**src/rtl/usb_ctrl_request.sv**
```systemverilog
// -----------------------------------------------------------------------------
// usb_ctrl_request
//
// Executes one USB control request at a time:
//   1. accepts the request fields in IDLE,
//   2. writes the 8-byte SETUP packet into the send queue,
//   3. for device-to-host requests with a non-zero wLength, reads up to
//      min(wLength, MAX_LEN) bytes from the receive queue and presents them
//      on dout. A stalled receive queue aborts with err_timeout,
//   4. pulses done for one cycle and returns to IDLE.
//
// Parameters
//   MAX_LEN   maximum data-stage bytes accepted (1..255)
//   TIMEOUT   idle DATA_IN cycles tolerated before abort (2..65535)
//
// Ports
//   clk, rst          clock; synchronous active-high reset
//   req_valid/ready   request handshake (ready only in IDLE)
//   bm_request_type, b_request, w_value, w_index, w_length   request fields
//   tx_w_en/tx_data   send-queue write port, throttled by tx_full
//   rx_r_en/rx_data   receive-queue read port; data arrives the cycle after
//                     rx_r_en. rx_empty blocks reads
//   dout_valid/dout/dout_last   data-stage byte stream
//   done, err_timeout completion pulse and timeout-abort flag
//   rx_count          bytes delivered for the current or last request
// -----------------------------------------------------------------------------
module usb_ctrl_request #(
  parameter int MAX_LEN = 64,
  parameter int TIMEOUT = 1024
) (
  input  logic        clk,
  input  logic        rst,
  input  logic        req_valid,
  output logic        req_ready,
  input  logic [7:0]  bm_request_type,
  input  logic [7:0]  b_request,
  input  logic [15:0] w_value,
  input  logic [15:0] w_index,
  input  logic [15:0] w_length,
  output logic        tx_w_en,
  output logic [7:0]  tx_data,
  input  logic        tx_full,
  output logic        rx_r_en,
  input  logic [7:0]  rx_data,
  input  logic        rx_empty,
  output logic        dout_valid,
  output logic [7:0]  dout,
  output logic        dout_last,
  output logic        done,
  output logic        err_timeout,
  output logic [7:0]  rx_count
);

  localparam logic [15:0] MAX_LEN16    = 16'(MAX_LEN);
  localparam logic [7:0]  MAX_LEN8     = 8'(MAX_LEN);
  // The counter value from which one more idle cycle reaches TIMEOUT-1.
  // Leaving on that edge puts the done pulse exactly TIMEOUT cycles after
  // the last read.
  localparam logic [15:0] TIMEOUT_TRIP = 16'(TIMEOUT - 2);

  typedef enum logic [1:0] {
    IDLE    = 2'd0,
    SETUP   = 2'd1,
    DATA_IN = 2'd2,
    DONE    = 2'd3
  } state_t;

  state_t      state_reg, state_next;

  // Captured request; held for the whole request regardless of req_valid.
  logic [7:0]  bm_reg;
  logic [7:0]  b_req_reg;
  logic [15:0] w_value_reg;
  logic [15:0] w_index_reg;
  logic [15:0] w_length_reg;
  logic [7:0]  target_reg;

  logic [2:0]  byte_idx_reg, byte_idx_next;
  logic [7:0]  issued_reg, issued_next;
  logic [7:0]  rx_count_reg, rx_count_next;
  logic [15:0] timeout_reg, timeout_next;
  logic        pending_reg, pending_next;     // read issued last cycle
  logic        timed_out_reg, timed_out_next;

  logic        accept;
  logic        data_stage;
  logic [7:0]  target_in;
  logic [7:0]  rx_count_inc;
  logic [63:0] setup_word;
  logic [7:0]  setup_bytes [8];

  // ---------------------------------------------------------------------------
  // SETUP packet byte table, byte 0 = bmRequestType ... byte 7 = wLength[15:8]
  // ---------------------------------------------------------------------------
  assign setup_word = {w_length_reg, w_index_reg, w_value_reg, b_req_reg, bm_reg};

  generate
    for (genvar gi = 0; gi < 8; gi++) begin : g_setup_bytes
      assign setup_bytes[gi] = setup_word[8*gi +: 8];
    end
  endgenerate

  // Full 16-bit compare so that e.g. wLength = 0x0100 clamps to MAX_LEN
  // instead of truncating to 0.
  assign target_in  = (w_length >= MAX_LEN16) ? MAX_LEN8 : w_length[7:0];
  assign data_stage = bm_reg[7] && (w_length_reg != 16'd0);

  assign rx_count_inc = (rx_count_reg == 8'hFF) ? 8'hFF : rx_count_reg + 8'd1;

  // ---------------------------------------------------------------------------
  // Outputs. Queue strobes are masked during reset so no byte is written or
  // consumed by a request that is being aborted.
  // ---------------------------------------------------------------------------
  assign accept    = (state_reg == IDLE) && req_valid;
  assign req_ready = (state_reg == IDLE) && !rst;
  assign tx_w_en   = (state_reg == SETUP) && !tx_full && !rst;
  assign tx_data   = tx_w_en ? setup_bytes[byte_idx_reg] : 8'd0;
  assign rx_r_en   = (state_reg == DATA_IN) && !rx_empty &&
                     (issued_reg < target_reg) && !rst;

  // rx_data is valid in the cycle after a read; forward it straight out.
  assign dout_valid  = pending_reg;
  assign dout        = pending_reg ? rx_data : 8'd0;
  assign dout_last   = pending_reg && (rx_count_inc == target_reg);
  assign done        = (state_reg == DONE);
  assign err_timeout = (state_reg == DONE) && timed_out_reg;
  assign rx_count    = rx_count_reg;

  // ---------------------------------------------------------------------------
  // Next-state logic
  // ---------------------------------------------------------------------------
  always_comb begin
    state_next     = state_reg;
    byte_idx_next  = byte_idx_reg;
    issued_next    = issued_reg;
    rx_count_next  = rx_count_reg;
    timeout_next   = timeout_reg;
    pending_next   = 1'b0;
    timed_out_next = timed_out_reg;

    case (state_reg)
      IDLE: begin
        if (req_valid) begin
          state_next     = SETUP;
          byte_idx_next  = 3'd0;
          issued_next    = 8'd0;
          rx_count_next  = 8'd0;
          timeout_next   = 16'd0;
          timed_out_next = 1'b0;
        end
      end

      SETUP: begin
        // The index only moves on cycles that actually write a byte, so a
        // full send queue simply holds the current byte.
        if (tx_w_en) begin
          byte_idx_next = byte_idx_reg + 3'd1;
          if (byte_idx_reg == 3'd7) begin
            state_next = data_stage ? DATA_IN : DONE;
          end
        end
      end

      DATA_IN: begin
        pending_next = rx_r_en;
        if (rx_r_en) begin
          issued_next  = issued_reg + 8'd1;
          timeout_next = 16'd0;
        end else begin
          timeout_next = timeout_reg + 16'd1;
        end

        if (pending_reg) begin
          rx_count_next = rx_count_inc;
        end

        // Completion wins over timeout if both land in the same cycle.
        if (dout_last) begin
          state_next = DONE;
        end else if (!rx_r_en && (timeout_reg == TIMEOUT_TRIP)) begin
          state_next     = DONE;
          timed_out_next = 1'b1;
        end
      end

      DONE: begin
        state_next = IDLE;
      end

      default: begin
        state_next = IDLE;
      end
    endcase
  end

  // ---------------------------------------------------------------------------
  // State and datapath registers
  // ---------------------------------------------------------------------------
  always_ff @(posedge clk) begin
    if (rst) begin
      state_reg     <= IDLE;
      byte_idx_reg  <= 3'd0;
      issued_reg    <= 8'd0;
      rx_count_reg  <= 8'd0;
      timeout_reg   <= 16'd0;
      pending_reg   <= 1'b0;
      timed_out_reg <= 1'b0;
      bm_reg        <= 8'd0;
      b_req_reg     <= 8'd0;
      w_value_reg   <= 16'd0;
      w_index_reg   <= 16'd0;
      w_length_reg  <= 16'd0;
      target_reg    <= 8'd0;
    end else begin
      state_reg     <= state_next;
      byte_idx_reg  <= byte_idx_next;
      issued_reg    <= issued_next;
      rx_count_reg  <= rx_count_next;
      timeout_reg   <= timeout_next;
      pending_reg   <= pending_next;
      timed_out_reg <= timed_out_next;
      if (accept) begin
        bm_reg       <= bm_request_type;
        b_req_reg    <= b_request;
        w_value_reg  <= w_value;
        w_index_reg  <= w_index;
        w_length_reg <= w_length;
        target_reg   <= target_in;
      end
    end
  end

endmodule

```
**config.mk**
```make
export PLATFORM = sky130hd
export DESIGN_NAME = usb_ctrl_request
export DESIGN_NICKNAME = d
export VERILOG_FILES = /design/src/rtl/usb_ctrl_request.sv
export SDC_FILE = /design/constraint.sdc
export NUM_CORES = 1
export LEC_CHECK = 0
export BUFFER_PORTS_ARGS = -buffer_cell sky130_fd_sc_hd__buf_2
export CORE_ASPECT_RATIO = 2
export CORE_MARGIN = 2
export CORE_UTILIZATION = 56
export DETAILED_ROUTE_END_ITERATION = 10
export MAX_ROUTING_LAYER = met4
export PLACE_DENSITY = 0.81
export RECOVER_POWER = 25
export SYNTH_ARGS = -nofsm -noshare
export SYNTH_HDL_FRONTEND = slang
export SYNTH_SLANG_ARGS = --single-unit
export TNS_END_PERCENT = 1
```
**constraint.sdc**
```tcl
create_clock -name clk -period 2.5 [get_ports clk]
set_input_delay 0 -clock clk [delete_from_list [all_inputs] [get_ports clk]]
set_output_delay 0 -clock clk [all_outputs]
set_load 0.02 [all_outputs]
```
==> results of run 1 <==
metal layers:
metal,GRT usage [%],up-vias,part of all wire [%]
met5,-,-,0
met3,6.07,59,5.3
met4,12.8,0,3.4
li1,-,2679,-
met2,48.1,234,51
met1,38.2,2688,41
final cells by class:
type                            instances  area share, %
Inverter                               18          0.927
Clock buffer                           11           3.47
Timing Repair Buffer                  186           18.0
Multi-Input combinational cell        506           44.3
Sequential cell                       111           30.5
Tap cell                              135           2.32
Clock inverter                          3          0.395
cells by family after synthesis:
family / synth area share, %
simple gates: 24.2
mux: 8.51
xor+xnor: 4.22
compound gates: 15.3
buf+inv: 4.53
fa+ha+maj: 3.98
flops: 39.3
synthesized netlist by cell type, drive strengths merged, types with 6 or more instances:
cell / n / share of area (%)
a211oi: 6 / 0.80
a21oi: 91 / 8.0
and2: 14 / 1.6
buf: 11 / 1.2
clkbuf: 32 / 2.1
dfxtp: 111 / 39
ha: 18 / 4.0
inv: 18 / 1.2
mux2i: 11 / 1.9
mux4: 16 / 6.4
nand2: 160 / 11
nand3: 18 / 1.6
nand4: 11 / 1.3
nor2: 41 / 2.7
nor3: 9 / 0.80
nor4: 9 / 1.1
o21ai: 9 / 0.80
or4: 6 / 0.86
xnor2: 10 / 1.5
xor2: 12 / 1.9
critical path, cell delays in order, from the launching register on:
cell and delay [ns]:
dfxtp_2 0.37, ha_4 0.20, and2_4 0.18, a211o_1 0.25, a32o_1 0.25, or4_4 0.54, nor3_4 0.15, buf_6 0.14
path summary, 6_finish.rpt:
check | startpoint | endpoint | slack (ns) | depth (start not counted)
max | rx_count[1] | dout_last | 0.08 | 7
min | tx_full | byte_idx_reg[0] | 0.06 | 4
max reg2reg | rx_count[1] | timed_out_reg | 0.11 | 7
min reg2reg | w_value_reg[9] | w_value_reg[9] | 0.46 | 2
power by group through the flow:
stage               logic (mW)  registers (mW)  clock network (mW)
detailed placement        1.55            2.17                   0
CTS                       1.64            2.14                1.39
global route              1.85            2.17                1.47
finish                    1.68            2.15                1.39
global placement          1.52            2.17                   0
floorplan                 1.11            2.13                   0
repair_timing:
item / CTS / global route
resized for setup: 10 / 8
hold endpoints to repair: 70 / 0
hold buffers: 64 / 0
setup buffers: 0 / 0
endpoints found under the setup margin: 1 / 16
pin swaps: 1 / 1
==> run metrics, run 1 <==
status=complete, no violations; Tmin final=2.42 ns; DIE HEIGHT=146 um; Worst Tran Pin Value=0.965 ns; Die Wd=75.1 um; root buffer cell=clkbuf_16; EDFF count, synth=0; Area after DPL=6330 um^2; vias in the first global route=5540; routed wire length=16.1 mm; Leakage=2.80 nW; crit end category=output port; Via Count=5660; utilization after layout=73.2%; synthesized net count=773; gr ovfl total=0; CP Launch Type=flip-flop; max-slew violations=0; post-route insts no fill=970; area delta synth->final=28.8%; num ports=108; Clk Latency, worst-skew pair=0.35 ns; Pwr Density=717 nW/um^2; clock tree from TritonCTS=yes; logic gate share of total power=32.2%; most frequent cells in the layout=nand2_1 (160), dfxtp_1 (108), buf_2 (92); most common cell after layout, fill and taps aside=nand2_1; pre-CTS setup slack=0.0529 ns; DR iter-0 viols=351; post-synth cell types=67; type of the worst min-delay path=in -> reg; Multi-input gate area=3230 um^2; dpl hpwl=9.92 mm; num rows=52; Final setup viols=0; Fmax=0.414 GHz; final instance area=7290 um^2; vias per inst=5.84; WHS=0.0625 ns; part of the cycle the worst path needs=96.7%; DR WL/cell=16.6 um; maximum VDD drop=557 uV; flops & latches, synth=111; Seq pwr share=41.2%; 1st-pass router iterations=5; switch share=35.2%; die area=11000 um^2; Fill cells=710; final hold violations=0; CP required=2.50 ns; Clk pwr share=26.6%; Residual DRC=0; Register Area=2230 um^2; # diodes=0; register area share after synthesis=39.3%; internal power=3.39 mW; clk buf depth=2; share of layout cells above drive strength 1=19.4%; Slew Limit Headroom=35.7%; maxcap violations=0; CTS Sinks=111; CP Max Fanout=8; initial core utilization=56.9%; Clk pin slew, worst setup/hold paths=0.07 ns; layout net count=927; net switching power=1.84 mW; core footprint=9950 um^2; total negative slack=0 ns; Gate Count Post-Synth=678; Placer Congestion=0.918; RSZ-0062 raised after global routing=false; asr flop ratio synth=0%; cell area after synthesis=5660 um^2; Post-DRT Antenna Nets=0; TritonCTS Buffers=9; WP data arrival=2.42 ns; Main synth FF type=dfxtp_1; Crit Path Category=reg -> out; first-pass GRT wire length=25.9 mm; IO Port Bufs=107; Clock Skews=0.0131 ns; Cells after DPL=892; Ys Warns=0; initial antenna violation count=0; H-tree levels=3; all-layer global routing usage=30.8%; Final WS setup=0.0832 ns; largest net degree at the start of global routing=94; mean area per synthesized cell=8.35 um^2; overall power=5.22 mW
Power figures use the tool's default switching activity.
==> run 2, diff against run 1 <==
--- a/config.mk
+++ b/config.mk
@@ -6,7 +6,6 @@
 export NUM_CORES = 1
 export LEC_CHECK = 0
 export BUFFER_PORTS_ARGS = -buffer_cell sky130_fd_sc_hd__buf_2
-export CORE_ASPECT_RATIO = 2
 export CORE_MARGIN = 2
 export CORE_UTILIZATION = 56
 export DETAILED_ROUTE_END_ITERATION = 10
==> run 2 against run 1 <==
Against the previous run: non-clock buffer count is 4 higher; final area is 0.62% lower; critical path type is now reg -> reg; count of clock-buffer cells in the layout is 2 lower; largest power group unchanged; utilization is 0.89 points higher; fmax is 3.0% lower; total power is 4.4% lower; highest routed layer unchanged; via count is 1.3% higher; global-route usage is 1.0 points higher; final cell count is 0.31% higher; first-iteration DRC count is 33% higher; sequential share of layout area is 0.22 points higher.
==> run metrics, run 2 (synthesis gave the netlist of run 1 again) <==
status=complete, no violations (unchanged); Residual DRC=0 (unchanged); Crit Path Category=reg -> reg (was reg -> out); post-route insts no fill=973 (was 970); num ports=108 (unchanged); crit end category=flip-flop (was output port); Pwr Density=690 nW/um^2 (was 717 nW/um^2); CP Max Fanout=9 (was 8); Slowest-stage cell, CP=dfxtp_1 (was or4_4); Tmin final=2.49 ns (was 2.42 ns); CP Launch Type=flip-flop (unchanged); initial core utilization=57.9% (was 56.9%); initial antenna violation count=0 (unchanged); dpl hpwl=10.4 mm (was 9.92 mm); DIE HEIGHT=105 um (was 146 um); Clk pin slew, worst setup/hold paths=0.11 ns (was 0.07 ns); total negative slack=0 ns (unchanged); most frequent cells in the layout=nand2_1 (159), dfxtp_1 (108), buf_2 (96) (was nand2_1 (160), dfxtp_1 (108), buf_2 (92)); DR iter-0 viols=467 (was 351); H-tree levels=3 (unchanged); DR WL/cell=17.6 um (was 16.6 um); Fmax=0.401 GHz (was 0.414 GHz); all-layer global routing usage=31.8% (was 30.8%); Fill cells=708 (was 710); Cell Chain, Critical Path=nand2_1 > o311ai_1 > o2111ai_1 > buf_4 > nor4_1 > a31oi_1 > o211a_1 (was ha_4 > and2_4 > a211o_1 > a32o_1 > or4_4 > nor3_4 > buf_6); layout net count=931 (was 927); IO Port Bufs=107 (unchanged); Via Count=5734 (was 5660); part of the cycle the worst path needs=99.7% (was 96.7%); Top delay family on crit path=compound AO/OA/AOI/OAI gates (was simple AND/OR/NAND/NOR gates); final hold violations=0 (unchanged); CTS Sinks=111 (unchanged); Cells after DPL=892 (unchanged); vias per inst=5.89 (was 5.84); RSZ-0062 raised after global routing=true (was false); maximum VDD drop=519 uV (was 557 uV); clk buf depth=2 (unchanged); # diodes=0 (unchanged); Clk Latency, worst-skew pair=0.38 ns (was 0.35 ns); area delta synth->final=28.0% (was 28.8%); TritonCTS Buffers=9 (unchanged); die area=10900 um^2 (was 11000 um^2); CP required=2.78 ns (was 2.50 ns); Final setup viols=0 (unchanged); largest net degree at the start of global routing=94 (unchanged); Register Area=2230 um^2 (about the same); routed wire length=17.1 mm (was 16.1 mm); most common cell after layout, fill and taps aside=nand2_1 (unchanged); max incr delay on CP=0.53 ns (was 0.54 ns); max-slew violations=0 (unchanged); Clock Skews=0.0172 ns (was 0.0131 ns); num rows=36 (was 52); core footprint=9770 um^2 (was 9950 um^2); root buffer cell=clkbuf_8 (was clkbuf_16); Buf+Inv Stages, Crit Path=1 (unchanged); Worst Tran Pin Value=0.972 ns (was 0.965 ns); type of the worst min-delay path=in -> reg (unchanged); Slew Limit Headroom=35.2% (was 35.7%); Leakage=2.80 nW (about the same); vias in the first global route=5747 (was 5540); Placer Congestion=0.943 (was 0.918); first-pass GRT wire length=27.3 mm (was 25.9 mm); WP data arrival=2.77 ns (was 2.42 ns); clock tree from TritonCTS=yes (unchanged); Post-DRT Antenna Nets=0 (unchanged); gr ovfl total=0 (unchanged); Die Wd=105 um (was 75.1 um); share of layout cells above drive strength 1=20.6% (was 19.4%); maxcap violations=0 (unchanged); 1st-pass router iterations=5 (unchanged); Multi-input gate area=3240 um^2 (was 3230 um^2)
## run 2: final timing paths
kind | startpoint | end | slack (ns) | cells after the start
setup / recovery | rx_count[4] | state_reg[0] | 0.007 | 7
hold / removal | tx_full | byte_idx_reg[0] | 0.05 | 4
setup reg to reg | rx_count[4] | state_reg[0] | 0.007 | 7
hold reg to reg | w_index_reg[7] | w_index_reg[7] | 0.46 | 2
## run 2: repair_timing
item | in CTS | in global routing
buffers inserted | 0 | 1
endpoints found under the setup margin | 1 | 18
hold buffers | 65 | 0
resized for setup | 9 | 10
hold endpoints to repair | 71 | 0
pin swaps | 1 | 1
gates cloned | 0 | 0
## run 2: through the flow
| step | power (mW) | hold WS [ns] | area (um^2) | setup slack [ns] | util (%) |
|---|---|---|---|---|---|
| finish | 5.00 | 0.0498 | 7250 | 0.00740 | 74.1 |
| global route | 5.24 | 0.0811 | 7250 | -0.0759 | 74.1 |
| CTS | 4.93 | 0.0269 | 7210 | 0.0444 | 73.8 |
| detailed placement | 3.74 | 0.246 | 6330 | 0.126 | 64.7 |
| global placement | 3.67 | 0.240 | 6330 | 0.174 | 64.7 |
| floorplan | 3.24 | 0.136 | 5660 | 0.0968 | - |
## run 2: layout make-up
class	instances	share of cell area (%)
Clock buffer	9	1.71
Clock inverter	6	1.11
Inverter	18	0.932
Multi-Input combinational cell	506	44.7
Sequential cell	111	30.8
Tap cell	133	2.30
Timing Repair Buffer	190	18.5
## run 2: worst reg2reg max path, cell delays in order (launching register included)
cell       delay [ns]
dfxtp_1          0.53
nand2_1          0.21
o311ai_1         0.31
o2111ai_1        0.23
buf_4            0.20
nor4_1           0.44
a31oi_1          0.22
o211a_1          0.27
## run 2: layer usage
layer	routed length [um]	up-vias	GRT usage, %
met1	6580	2656	36.9
met3	1410	65	6.20
met4	617	0	13.4
met5	0	-	-
met2	8490	333	53.7
li1	-	2680	-
## run 2: where the power goes
part / total [mW] / leakage, nW / internal [mW] / switching, mW
clock network: 1.13 / 0.104 / 0.478 / 0.649
logic: 1.71 / 1.79 / 0.659 / 1.05
registers: 2.16 / 0.906 / 1.99 / 0.168
